### src/rtl/load_store_unit_if.sv
// Core-side request/response and data-memory port of the load/store unit.
// The master side is the core together with the memory; the slave side is the LSU.
interface load_store_unit_if;
    logic        req;
    logic        is_store;
    logic [2:0]  funct3;
    logic [31:0] addr;
    logic [31:0] store_data;
    logic        busy;
    logic        done;
    logic [31:0] load_data;
    logic        fault;
    logic [31:0] mem_A;
    logic [31:0] mem_WD;
    logic        mem_WE;
    logic [31:0] mem_RD;

    modport master (
        output req, is_store, funct3, addr, store_data, mem_RD,
        input  busy, done, load_data, fault, mem_A, mem_WD, mem_WE
    );

    modport slave (
        input  req, is_store, funct3, addr, store_data, mem_RD,
        output busy, done, load_data, fault, mem_A, mem_WD, mem_WE
    );
endinterface

### src/rtl/load_store_unit.sv
// Load/store unit for a word-addressed data memory: address checking, load extension,
// and read-modify-write for sub-word stores.
module load_store_unit #(
    parameter int unsigned MEM_WORDS = 1024
) (
    input logic               clk,
    input logic               rst,
    load_store_unit_if.slave  lsu
);

    typedef enum logic [1:0] {StIdle, StRead, StWrite, StResp} state_e;

    localparam logic [2:0] F3Byte  = 3'b000;
    localparam logic [2:0] F3Half  = 3'b001;
    localparam logic [2:0] F3Word  = 3'b010;
    localparam logic [2:0] F3ByteU = 3'b100;
    localparam logic [2:0] F3HalfU = 3'b101;

    state_e      state_q, state_d;
    logic [31:0] addr_q, addr_d;
    logic [2:0]  funct3_q, funct3_d;
    logic        is_store_q, is_store_d;
    logic [31:0] store_data_q, store_data_d;
    logic [31:0] word_q, word_d;
    logic [31:0] load_data_q, load_data_d;
    logic        fault_q, fault_d;

    logic        legal_f3;
    logic        misaligned;
    logic        out_of_range;
    logic        access_fault;

    // Extracts and extends the addressed lane of a memory word.
    function automatic logic [31:0] extend_load(input logic [2:0]  f3,
                                                input logic [1:0]  lane,
                                                input logic [31:0] word);
        logic [7:0]  b;
        logic [15:0] h;
        logic [31:0] res;
        b = word[{lane, 3'b000} +: 8];
        h = word[{lane[1], 4'b0000} +: 16];
        case (f3)
            F3Byte:  res = {{24{b[7]}}, b};
            F3Half:  res = {{16{h[15]}}, h};
            F3Word:  res = word;
            F3ByteU: res = {24'h0, b};
            F3HalfU: res = {16'h0, h};
            default: res = 32'h0;
        endcase
        return res;
    endfunction

    // Builds the word written back: full store data for SW, merged lane for SB/SH.
    function automatic logic [31:0] merge_store(input logic [2:0]  f3,
                                                input logic [1:0]  lane,
                                                input logic [31:0] word,
                                                input logic [31:0] data);
        logic [31:0] res;
        res = word;
        case (f3)
            F3Byte:  res[{lane, 3'b000} +: 8] = data[7:0];
            F3Half:  res[{lane[1], 4'b0000} +: 16] = data[15:0];
            default: res = data;
        endcase
        return res;
    endfunction

    // Fault check on the live inputs of the accept cycle.
    always_comb begin
        legal_f3   = 1'b0;
        misaligned = 1'b0;
        if (lsu.is_store) begin
            legal_f3 = (lsu.funct3 <= F3Word);
        end else begin
            legal_f3 = (lsu.funct3 inside {F3Byte, F3Half, F3Word, F3ByteU, F3HalfU});
        end
        case (lsu.funct3[1:0])
            2'b01:   misaligned = lsu.addr[0];
            2'b10:   misaligned = (lsu.addr[1:0] != 2'b00);
            default: misaligned = 1'b0;
        endcase
        out_of_range = ({2'b00, lsu.addr[31:2]} >= MEM_WORDS);
        access_fault = !legal_f3 || misaligned || out_of_range;
    end

    always_comb begin
        state_d      = state_q;
        addr_d       = addr_q;
        funct3_d     = funct3_q;
        is_store_d   = is_store_q;
        store_data_d = store_data_q;
        word_d       = word_q;
        load_data_d  = load_data_q;
        fault_d      = fault_q;

        unique case (state_q)
            StIdle: begin
                load_data_d = 32'h0;
                fault_d     = 1'b0;
                if (lsu.req) begin
                    addr_d       = lsu.addr;
                    funct3_d     = lsu.funct3;
                    is_store_d   = lsu.is_store;
                    store_data_d = lsu.store_data;
                    if (access_fault) begin
                        fault_d = 1'b1;
                        state_d = StResp;
                    end else if (lsu.is_store && (lsu.funct3 == F3Word)) begin
                        state_d = StWrite;
                    end else begin
                        state_d = StRead;
                    end
                end
            end
            StRead: begin
                word_d = lsu.mem_RD;
                if (is_store_q) begin
                    state_d = StWrite;
                end else begin
                    load_data_d = extend_load(funct3_q, addr_q[1:0], lsu.mem_RD);
                    state_d     = StResp;
                end
            end
            StWrite: begin
                load_data_d = 32'h0;
                state_d     = StResp;
            end
            StResp: begin
                // The core still presents the same instruction here, so req is ignored.
                load_data_d = 32'h0;
                fault_d     = 1'b0;
                state_d     = StIdle;
            end
            default: state_d = StIdle;
        endcase
    end

    always_ff @(posedge clk) begin
        if (rst) begin
            state_q      <= StIdle;
            addr_q       <= 32'h0;
            funct3_q     <= 3'b000;
            is_store_q   <= 1'b0;
            store_data_q <= 32'h0;
            word_q       <= 32'h0;
            load_data_q  <= 32'h0;
            fault_q      <= 1'b0;
        end else begin
            state_q      <= state_d;
            addr_q       <= addr_d;
            funct3_q     <= funct3_d;
            is_store_q   <= is_store_d;
            store_data_q <= store_data_d;
            word_q       <= word_d;
            load_data_q  <= load_data_d;
            fault_q      <= fault_d;
        end
    end

    // Memory port and handshake outputs decoded from the registered state.
    always_comb begin
        lsu.busy   = 1'b0;
        lsu.mem_A  = 32'h0;
        lsu.mem_WD = 32'h0;
        lsu.mem_WE = 1'b0;
        unique case (state_q)
            StIdle: begin
                lsu.busy = lsu.req & ~rst;
            end
            StRead: begin
                lsu.busy  = 1'b1;
                lsu.mem_A = {2'b00, addr_q[31:2]};
            end
            StWrite: begin
                lsu.busy   = 1'b1;
                lsu.mem_A  = {2'b00, addr_q[31:2]};
                lsu.mem_WE = 1'b1;
                lsu.mem_WD = merge_store(funct3_q, addr_q[1:0], word_q, store_data_q);
            end
            StResp: begin
                lsu.busy = 1'b0;
            end
            default: lsu.busy = 1'b0;
        endcase
    end

    assign lsu.done      = (state_q == StResp);
    assign lsu.load_data = load_data_q;
    assign lsu.fault     = fault_q;

endmodule
### src/flat_wrapper.sv
// flat-port wrapper written by rule: the top's interface ports become plain ports
module load_store_unit_flat 
#(
    parameter int unsigned MEM_WORDS = 1024
)
  (clk, rst, lsu_req, lsu_is_store, lsu_funct3, lsu_addr, lsu_store_data, lsu_mem_RD, lsu_busy, lsu_done, lsu_load_data, lsu_fault, lsu_mem_A, lsu_mem_WD, lsu_mem_WE);
  load_store_unit_if lsu_i ();
  input logic clk;
  input logic rst;
  input wire logic [$bits(lsu_i.req)-1:0] lsu_req;
  input wire logic [$bits(lsu_i.is_store)-1:0] lsu_is_store;
  input wire logic [$bits(lsu_i.funct3)-1:0] lsu_funct3;
  input wire logic [$bits(lsu_i.addr)-1:0] lsu_addr;
  input wire logic [$bits(lsu_i.store_data)-1:0] lsu_store_data;
  input wire logic [$bits(lsu_i.mem_RD)-1:0] lsu_mem_RD;
  output wire logic [$bits(lsu_i.busy)-1:0] lsu_busy;
  output wire logic [$bits(lsu_i.done)-1:0] lsu_done;
  output wire logic [$bits(lsu_i.load_data)-1:0] lsu_load_data;
  output wire logic [$bits(lsu_i.fault)-1:0] lsu_fault;
  output wire logic [$bits(lsu_i.mem_A)-1:0] lsu_mem_A;
  output wire logic [$bits(lsu_i.mem_WD)-1:0] lsu_mem_WD;
  output wire logic [$bits(lsu_i.mem_WE)-1:0] lsu_mem_WE;
  assign lsu_i.req = lsu_req;
  assign lsu_i.is_store = lsu_is_store;
  assign lsu_i.funct3 = lsu_funct3;
  assign lsu_i.addr = lsu_addr;
  assign lsu_i.store_data = lsu_store_data;
  assign lsu_i.mem_RD = lsu_mem_RD;
  assign lsu_busy = lsu_i.busy;
  assign lsu_done = lsu_i.done;
  assign lsu_load_data = lsu_i.load_data;
  assign lsu_fault = lsu_i.fault;
  assign lsu_mem_A = lsu_i.mem_A;
  assign lsu_mem_WD = lsu_i.mem_WD;
  assign lsu_mem_WE = lsu_i.mem_WE;
  load_store_unit #(.MEM_WORDS(MEM_WORDS)) u_core (.clk(clk), .rst(rst), .lsu(lsu_i));
endmodule
### config.mk
export PLATFORM = sky130hd
export DESIGN_NAME = load_store_unit_flat
export DESIGN_NICKNAME = d
export VERILOG_FILES = /design/src/rtl/load_store_unit_if.sv /design/src/rtl/load_store_unit.sv /design/src/flat_wrapper.sv
export SDC_FILE = /design/constraint.sdc
export NUM_CORES = 1
export LEC_CHECK = 0
export CAP_MARGIN = 20
export CORE_MARGIN = 2
export CORE_UTILIZATION = 50
export DETAILED_ROUTE_END_ITERATION = 6
export PLACE_DENSITY = 0.84
export SYNTH_ARGS = -nofsm -noshare
export SYNTH_HDL_FRONTEND = slang
export SYNTH_SLANG_ARGS = --single-unit
### constraint.sdc
create_clock -name clk -period 4.32 [get_ports clk]
set_input_delay 0.648 -clock clk [delete_from_list [all_inputs] [get_ports clk]]
set_output_delay 0.648 -clock clk [all_outputs]
set_load 0.02 [all_outputs]
==> impl_results.rst, run 1 <==
.. list-table::
   :header-rows: 1

   * - Metric
     - Value
   * - Most used standard cell by instance count after synthesis
     - sky130_fd_sc_hd__nand2_1
   * - Total area of sequential cells
     - 2703 µm²
   * - Mean Syn Cell Area
     - 8.172 µm²
   * - Number of post-CTS setup repair buffers
     - 0
   * - Result of the run
     - complete, no violations
   * - Die Outline Area
     - 14550 µm²
   * - Share of total power consumed by net switching
     - 37.02%
   * - Routed length per instance
     - 18.15 µm
   * - Synthesis-stage register bit count
     - 135
   * - Count of pins over their slew limit
     - 0
   * - CTS buffer count
     - 17
   * - Number of design rule violations left after detail routing
     - 0
   * - Area added between synthesis and finish
     - 38.79%
   * - Cells after Synth
     - 832
   * - Die H
     - 120.6 µm
   * - Final hold violation count
     - 0
   * - Worst relative slew slack
     - 29.18%
   * - Via count of the first global-routing pass
     - 6342
   * - Top cells by count, synth
     - 163 x sky130_fd_sc_hd__nand2_1, 135 x sky130_fd_sc_hd__dfxtp_1, 87 x sky130_fd_sc_hd__a21oi_1, 52 x sky130_fd_sc_hd__nor2_1, 48 x sky130_fd_sc_hd__mux2i_1
   * - Data arrival, critical path
     - 3130 ps
   * - Chip width
     - 120.6 µm
   * - Final #Nets
     - 1109
   * - Primary flip-flop cell chosen by synthesis mapping
     - sky130_fd_sc_hd__dfxtp_1
   * - Internal Pwr Total
     - 3.349 mW
   * - Global route total overflow
     - 0
   * - End-of-flow core utilization
     - 71.26%
   * - Startpoint of the worst-slack reg-to-reg timing path
     - u_core.addr_q[1]$_SDFFE_PP0P_
   * - Final Setup Violations
     - 0
   * - Share of power burned in registers
     - 32.0%
   * - Count of antenna diodes in the layout
     - 0
   * - # H-tree levels
     - 4
   * - Critical path class
     - register to output pin
   * - Detailed-router iteration count before antenna repair
     - 7
   * - Global placement routability congestion
     - 0.8860
   * - Part of the power in combinational logic
     - 38.8%
   * - Netlist area before placement
     - 6799 µm²
   * - Setup crit start kind
     - register
   * - Vias after detailed routing
     - 6786
   * - Tcrit/Tclk final
     - 87.56%
   * - Layout fillers
     - 1070
   * - Post-cts sizing count
     - 0
   * - Count of maximum capacitance violations
     - 0
   * - Total detailed-routing wirelength
     - 21440 µm
   * - Clock tree root buffer cell
     - sky130_fd_sc_hd__clkbuf_16
   * - Areal power density over the cells
     - 563.5 nW/µm²
   * - Area contributors post-synth
     - sky130_fd_sc_hd__dfxtp_1 40%, sky130_fd_sc_hd__nand2_1 9.0%, sky130_fd_sc_hd__mux2i_1 7.1%
   * - Total Routing Usage GR
     - 29.65%
   * - Hold-fix buffers, CTS
     - 0
   * - Worst-Skew Late Latency
     - 420 ps
   * - CP required
     - 3670 ps
   * - Number of synthesis warnings
     - 0
   * - Number of non-filler instances in the completed layout
     - 1181
   * - Leak Pwr
     - 3.500 nW
   * - Maximum clock insertion buffer count
     - 2
   * - Number of nets with antenna violations after detailed routing
     - 0
   * - CTS tree
     - done
   * - Count of distinct cell types in the synthesized netlist
     - 56
   * - Number of DRC markers in iteration 0
     - 664
   * - Pin count of the biggest net entering global routing
     - 96
   * - Number of vias per cell after detailed routing
     - 5.746
   * - Boundary pin count
     - 203
   * - Cell count after placement
     - 1149
   * - Core Area
     - 13240 µm²
   * - Port-buffer cells
     - 200
   * - Sum Neg Setup Slack
     - 0 ps
   * - Proportion of synthesized chip area in sequential cells
     - 39.75%
   * - Type of the tightest min-delay check
     - register to register
   * - Final critical path time including I/O delays and setup
     - 3783 ps
   * - Largest fanout on the critical path
     - 12
   * - Share of synthesized flip-flops with an asynchronous set or reset
     - 0%
   * - Worst-path clk slew
     - 60 ps
   * - Count of flip-flops with a built-in enable after synthesis
     - 0
   * - Capturing element type of the critical path
     - output pin
   * - Cell Rows
     - 42
   * - Worst ir drop on vdd
     - 0.3588 mV
   * - Cell accounting for the most synthesized area
     - sky130_fd_sc_hd__dfxtp_1
   * - Share of final-layout standard cells stronger than drive strength 1
     - 5.572%
   * - First-pass GRT wire length
     - 33810 µm
   * - Starting density of the core
     - 51.34%
   * - Fraction of post-synthesis cell area in the top cell type by area
     - 39.75%
   * - Multi-input gate area
     - 3761 µm²
   * - Slew @ Worst Pin
     - 1060 ps
   * - Min-delay src
     - u_core.addr_q[20]$_SDFFE_PP0P_
   * - Setup repair after global routing missed its margin
     - false
   * - Switching pwr
     - 1.969 mW
   * - Number of antenna violations at the first check in global routing
     - 0
   * - Clk sinks
     - 135
   * - Peak clock frequency supported by timing
     - 264.4 MHz
   * - Final setup skew
     - 6.436 ps
   * - Placed wire-length estimate after detailed placement
     - 14770 µm
   * - Critical Path Source
     - u_core.addr_q[0]$_SDFFE_PP0P_
   * - Clock network power share
     - 29.2%
layout make-up:
cell class | instances | share of cell area (%)
clock buffer | 18 | 4.654
clock inverter | 14 | 2.095
inverter | 11 | 0.4375
multi-input combinational | 617 | 39.86
sequential | 135 | 28.64
tap | 176 | 2.334
timing repair buffer | 210 | 21.98
cells by family (layout without fill, tap and decap cells):
| logic type | Yosys count | in the layout | share of synthesized area, % |
|---|---|---|---|
| buffers and inverters | 81 | 253 | 5.116 |
| and+or+nand+nor | 313 | 313 | 21.57 |
| muxes | 57 | 57 | 8.723 |
| other | 1 | 2 | 0.05516 |
| DFF | 135 | 135 | 39.75 |
| AOI/OAI and AO/OA | 231 | 231 | 22.21 |
| adders and majority gates | 14 | 14 | 2.576 |
layer usage:
| layer | wire length (µm) | global-route usage [%] | part of all wire [%] |
|---|---|---|---|
| met5 | 0 | 0 | 0 |
| met4 | 491 | 10.47 | 2.3 |
| met3 | 1973 | 7.972 | 9.2 |
| met2 | 10090 | 47.18 | 47 |
| met1 | 8883 | 38.75 | 41 |
per-stage QoR:
step	hold WS, ps	total power, mW	area, µm²	setup WS (ps)
floorplan	431.7	3.008	6803	1406
global placement	434.6	3.722	8800	1099
detailed placement	440.7	3.751	8800	1033
CTS	451.0	5.306	9437	567.3
global route	465.2	5.595	9437	282.2
finish	448.7	5.318	9437	537.4
critical path, cell delays in order (launching register included):
cell	delay (ps)
sky130_fd_sc_hd__dfxtp_1	550
sky130_fd_sc_hd__inv_1	150
sky130_fd_sc_hd__ha_1	380
sky130_fd_sc_hd__nor3b_1	370
sky130_fd_sc_hd__and3_1	350
sky130_fd_sc_hd__nand2_1	100
sky130_fd_sc_hd__a31oi_1	190
sky130_fd_sc_hd__clkdlybuf4s50_1	620
cells in the final DEF (no fill, tap or decap), types with 3 or more instances in the layout:
cell type and n:
sky130_fd_sc_hd__buf_4 11, sky130_fd_sc_hd__o21ai_0 20, sky130_fd_sc_hd__a221o_1 24, sky130_fd_sc_hd__and3_1 8, sky130_fd_sc_hd__a311oi_1 3, sky130_fd_sc_hd__clkinvlp_4 5
sky130_fd_sc_hd__nand2_1 162, sky130_fd_sc_hd__nor2_1 51, sky130_fd_sc_hd__a21oi_1 87, sky130_fd_sc_hd__a21o_1 8, sky130_fd_sc_hd__mux2_1 7, sky130_fd_sc_hd__a31oi_1 16
sky130_fd_sc_hd__nand2b_1 4, sky130_fd_sc_hd__bufinv_16 4, sky130_fd_sc_hd__a22oi_1 6, sky130_fd_sc_hd__ha_1 13, sky130_fd_sc_hd__inv_1 10, sky130_fd_sc_hd__a211o_1 3
sky130_fd_sc_hd__nand3_1 9, sky130_fd_sc_hd__a22o_1 22, sky130_fd_sc_hd__inv_6 3, sky130_fd_sc_hd__and2_1 36, sky130_fd_sc_hd__dfxtp_1 135, sky130_fd_sc_hd__clkdlybuf4s50_1 199
sky130_fd_sc_hd__nor2b_1 13, sky130_fd_sc_hd__nor3b_1 8, sky130_fd_sc_hd__clkbuf_16 17, sky130_fd_sc_hd__o22ai_1 6, sky130_fd_sc_hd__o21ai_1 19, sky130_fd_sc_hd__a21boi_1 7
sky130_fd_sc_hd__mux2i_1 48, sky130_fd_sc_hd__nor4_1 3
power by group through the flow:
| stage | registers (mW) | logic, mW | clock network, mW |
|---|---|---|---|
| floorplan | 1.70 | 1.30 | 0 |
| global placement | 1.71 | 2.01 | 0 |
| detailed placement | 1.72 | 2.03 | 0 |
| CTS | 1.70 | 2.05 | 1.56 |
| global route | 1.73 | 2.24 | 1.63 |
| finish | 1.70 | 2.06 | 1.55 |
path summary, 6_finish.rpt:
check	end	slack [ps]	depth (start not counted)
max	lsu_mem_WD[25]	540	7
min	u_core.addr_q[20]$_SDFFE_PP0P_	450	2
max reg2reg	u_core.lsu.load_data[18]$_SDFFE_PP0P_	2020	5
min reg2reg	u_core.addr_q[20]$_SDFFE_PP0P_	450	2
state kept, by name (all words and copies together), names as in the netlist:
signal / cells
u_core.is_store_q: 1
u_core.store_data_q: 32
u_core.addr_q: 32
u_core.word_q: 32
u_core.funct3_q: 3
u_core.lsu.load_data: 32
u_core.lsu.fault: 1
u_core.state_q: 2
No activity file was read; power rests on OpenSTA's default activity.
==> run 2: changes to the inputs <==
- CAP_MARGIN: 20 -> not set
==> results of run 2 <==
The final DEF is identical to that of run 1; final timing and power are the same.
